File: src/rtl/extend16.sv
// Immediate-extension unit: sign/zero extends a 16-bit immediate to OUT_W bits,
// with a registered copy plus valid flag. Define EXTEND16_LUI_EN to add the lui input.
module extend16 #(
  parameter int unsigned      OUT_W     = 32,
  parameter logic [OUT_W-1:0] RESET_VAL = '0
) (
  input  logic             clk,
  input  logic             rst_n,
  input  logic [15:0]      in,
  input  logic             zero_sign,
  input  logic             en,
`ifdef EXTEND16_LUI_EN
  input  logic             lui,
`endif
  output logic [OUT_W-1:0] out,
  output logic [OUT_W-1:0] out_q,
  output logic             out_valid
);

  localparam int unsigned EXT_W = OUT_W - 16;

  logic ext_bit;

  // Zero-extend mode masks the sign bit so the replicated field is all zeros.
  always_comb begin
    ext_bit = in[15] & ~zero_sign;
    out     = {{EXT_W{ext_bit}}, in};
`ifdef EXTEND16_LUI_EN
    if (lui) begin
      out = {in, {EXT_W{1'b0}}};
    end
`endif
  end

  always_ff @(posedge clk or negedge rst_n) begin
    if (!rst_n) begin
      out_q     <= RESET_VAL;
      out_valid <= 1'b0;
    end else if (en) begin
      out_q     <= out;
      out_valid <= 1'b1;
    end
  end

endmodule

File: config.mk
export PLATFORM = sky130hd
export DESIGN_NAME = extend16
export DESIGN_NICKNAME = d
export VERILOG_FILES = /design/src/rtl/extend16.sv
export SDC_FILE = /design/constraint.sdc
export NUM_CORES = 1
export LEC_CHECK = 0
export BUFFER_PORTS_ARGS = -buffer_cell sky130_fd_sc_hd__buf_2
export CELL_PAD_IN_SITES_DETAIL_PLACEMENT = 2
export CELL_PAD_IN_SITES_GLOBAL_PLACEMENT = 2
export CORE_MARGIN = 2
export CORE_UTILIZATION = 21
export DETAILED_ROUTE_END_ITERATION = 7
export GPL_ROUTABILITY_DRIVEN = 0
export PLACE_DENSITY_LB_ADDON = 0.2
export SYNTH_ARGS = -nofsm -noshare
export SYNTH_HDL_FRONTEND = slang
export SYNTH_SLANG_ARGS = --single-unit
File: constraint.sdc
create_clock -name clk -period 1.2 [get_ports clk]
set_input_delay 0 -clock clk [delete_from_list [all_inputs] [get_ports clk]]
set_output_delay 0 -clock clk [all_outputs]
set_load 0.02 [all_outputs]
# [Word level (Yosys, flattened, before mapping)]
# Cells that the tools add are included.
[totals] input_bits=20 ff_bits=18 output_inout_bits=65
[op_classes] bitwise_logic=2
[ops] op="AND 1 bit" n=1
[ops] op="inverter 1 bit" n=1

# [Depth between registers and ports, before layout]
[depth] ltp_word=2 depth_mapped=3

# [Worst setup path before layout]
# Ideal clock, no wire load.
[synth_path] path_kind="register to register" start="reg out_q[16] (netlist name)" end="reg out_q[16] (netlist name)" setup_time_ps=125 n_path_buf=0 synth_period_minus_slack_ps=1010 arrival_ps=886 slack_ps=190 path_stages_with_launch=2 cell_sequence="dfrtp_1 -> mux2_2"

# [Worst setup path after layout]
[layout_path] start="reg out_q[16] (netlist name)" end="out out_q[29]"
[layout_rtl] element="end: declaration" line="16" text="output logic [OUT_W-1:0] out_q,"
# No word-level cell between the ends.

==> flow_metrics.env <==
export IMPL_grt_first_pass_wirelength_um=3680
export IMPL_worst_slew_margin_rel_pct=67.0
export IMPL_drt_first_pass_iters=3
export IMPL_maxClockFrequency_mhz=959
export IMPL_finalSetupTns_ps=0
export IMPL_worst_ir_drop_vdd_mv=0.402
export IMPL_ys_flop_type="sky130_fd_sc_hd__dfrtp_1"
export IMPL_postSynthAreaPerCell_um2=12.5
export IMPL_route_final_wire_length_um=2410
export IMPL_cp_arrival_ps=1040
export IMPL_cts_tree="yes"
export IMPL_chipWidth_um=75.5
export IMPL_synthMostInstantiatedCell="sky130_fd_sc_hd__buf_4"
export IMPL_post_synth_top_area_cell="sky130_fd_sc_hd__dfrtp_1"
export IMPL_power_static_leakage_nw=0.770
export IMPL_period_needed_ps=1040
export IMPL_route_antenna_remaining_nets=0
export IMPL_crit_buf_inv=1
export IMPL_cts_sinks=18
export IMPL_synth_top_area_share_pct=42.0
export IMPL_die_h_um=75.5
export IMPL_gate_count_after_technology_mapping=86
export IMPL_setup_viol=0
export IMPL_first_iter_violations=10
export IMPL_drive_gt1_share_pct=75.2
export IMPL_grt_ovfl_total=0
export IMPL_num_fill_cells=581
export IMPL_cp_start_kind="flip-flop"
export IMPL_critical_path_required_ps=1200
export IMPL_initial_core_util_pct=21.4
export IMPL_worst_setup_hold_path_clk_slew_ps=70
export IMPL_fin_skew_ps=0
export IMPL_yosys_warnings=0
export IMPL_max_cap_viol_count=0
export IMPL_post_cts_setup_buffer_count=0
export IMPL_io_buffers=84
export IMPL_dp_hpwl_um=1760
export IMPL_synth_edff_count=0
export IMPL_design_core_area_um2=5010
export IMPL_async_reset_ff_share_pct=100
export IMPL_cts_max_path_buffers=2
export IMPL_clk_root_buffer_cell="sky130_fd_sc_hd__clkbuf_8"
export IMPL_outcome="finished, final reports clean"
export IMPL_io_pin_count=85
export IMPL_r2r_setup_slack_ps=280
export IMPL_power_per_cell_area_nw_per_um2=1250
export IMPL_final_hold_violation_count=0
export IMPL_period_share_pct=86.9
export IMPL_largest_net_degree_at_the_start_of_global_routing=19
export IMPL_slowest_delay_ps=550
export IMPL_slowest_stage="sky130_fd_sc_hd__dfrtp_1"
export IMPL_slew_violations=0
export IMPL_dr_total_vias=732
export IMPL_vias_per_cell=3.47
export IMPL_htree_num_levels=1
export IMPL_standard_cell_row_count=26
export IMPL_endpoint_kind="primary output"
export IMPL_rsz0062_at_grt="no"
export IMPL_grt_pass1_vias=766
export IMPL_insertion_delay_ps=250
export IMPL_resize_count_post_cts=0
export IMPL_final_nets=162
export IMPL_worst_setup_path_type="reg -> out"
export IMPL_cts_made_buffers=3
export IMPL_ys_top_cells_by_area="sky130_fd_sc_hd__dfrtp_1 (42%), sky130_fd_sc_hd__buf_4 (33%), sky130_fd_sc_hd__mux2_4 (13%)"
export IMPL_floorplan_die_area_um2=5690
export IMPL_postSynthNetCount=106
export IMPL_synth_cell_type_count=8
export IMPL_synth_cells_most_frequent="sky130_fd_sc_hd__buf_4 (47), sky130_fd_sc_hd__dfrtp_1 (18), sky130_fd_sc_hd__mux2_4 (9)"
export IMPL_hold_path_class="in -> reg"
export IMPL_syn_area_um2=1070
export IMPL_drt_wirelength_per_cell_um=11.4
export IMPL_critical_path_top_delay_family="flip-flops"
export IMPL_remaining_drc_errors=0
export IMPL_critical_path_cell_by_cell="buf_2"
export IMPL_antenna_cells_inserted=0
export IMPL_slew_of_the_pin_with_the_lowest_slew_margin_ps=495
export IMPL_antenna_violations_before_repair=0
export IMPL_flow_area_growth_from_synthesis_pct=31.4
export IMPL_groute_usage_overall_pct=8.26
export IMPL_number_of_hold_buffers_added_after_cts=15
export IMPL_register_bit_count_reported_by_yosys=18
export IMPL_ys_seq_area_share_pct=42.0
export IMPL_critPathMaxFanout=17
export IMPL_worst_hold_slack_ps=6.22
==> cell type report <==
| class | count | area (um^2) | share of cell area [%] |
|---|---|---|---|
| Tap cell | 70 | 87.6 | 6.22 |
| Timing Repair Buffer | 100 | 578 | 41.0 |
| Clock buffer | 4 | 55.1 | 3.91 |
| Multi-Input combinational cell | 19 | 238 | 16.9 |
| Sequential cell | 18 | 450 | 32.0 |
==> state kept, by name, indices dropped and copies added (netlist names) <==
register / cells
out_q: 17
out_valid: 1
==> per-stage QoR <==
step                power, mW  worst slack [ps]  cells  utilization, %  instance area [um^2]
finish                   1.76               157    211            28.1                  1410
global route             1.86              55.6    211            28.1                  1410
floorplan                1.17               190     86               -                  1070
CTS                      1.79               115    211            28.1                  1410
detailed placement       1.24               235    192            24.0                  1200
global placement         1.23               271    192            24.0                  1200
==> per-layer routing <==
| layer | wire length (um) | GRT usage [%] | up-vias |
|---|---|---|---|
| met5 | 0 | 0 | - |
| met4 | 12 | 2.34 | 0 |
| met3 | 174 | 1.85 | 2 |
| met2 | 1240 | 14.0 | 47 |
| met1 | 976 | 10.6 | 347 |
| li1 | - | - | 336 |
==> report_power, final <==
part           leakage, nW  internal [mW]  switching [mW]
Clock               0.0288          0.291           0.206
Combinational        0.533          0.229           0.329
Sequential           0.209          0.663          0.0370
==> logic make-up after synthesis <==
| kind of cell | after synthesis | share of synthesized area, % |
|---|---|---|
| multiplexers | 17 | 21.0 |
| buffers and inverters | 49 | 35.8 |
| AND/OR/NAND/NOR | 2 | 1.17 |
| flip-flops | 18 | 42.0 |
==> placed cells by master, fill, tap and decap left out, drive strengths merged <==
cell / n
buf: 85
dfrtp: 18
mux2: 17
dlygate4sd3: 15
clkbuf: 4
nor2b: 1
or2: 1
==> path summary, 6_finish.rpt <==
kind                                start         to  cells past startpoint
max in group asynchronous           rst_n   out_q[1]                      2
worst min-delay path               in[15]  out_q[15]                      2
worst max register to register  out_q[16]  out_q[16]                      1
worst max-delay path            out_q[16]  out_q[29]                      1
worst min register to register  out_valid  out_valid                      1
min in group asynchronous           rst_n  out_q[12]                      2
No activity file was read; power rests on OpenSTA's default activity.
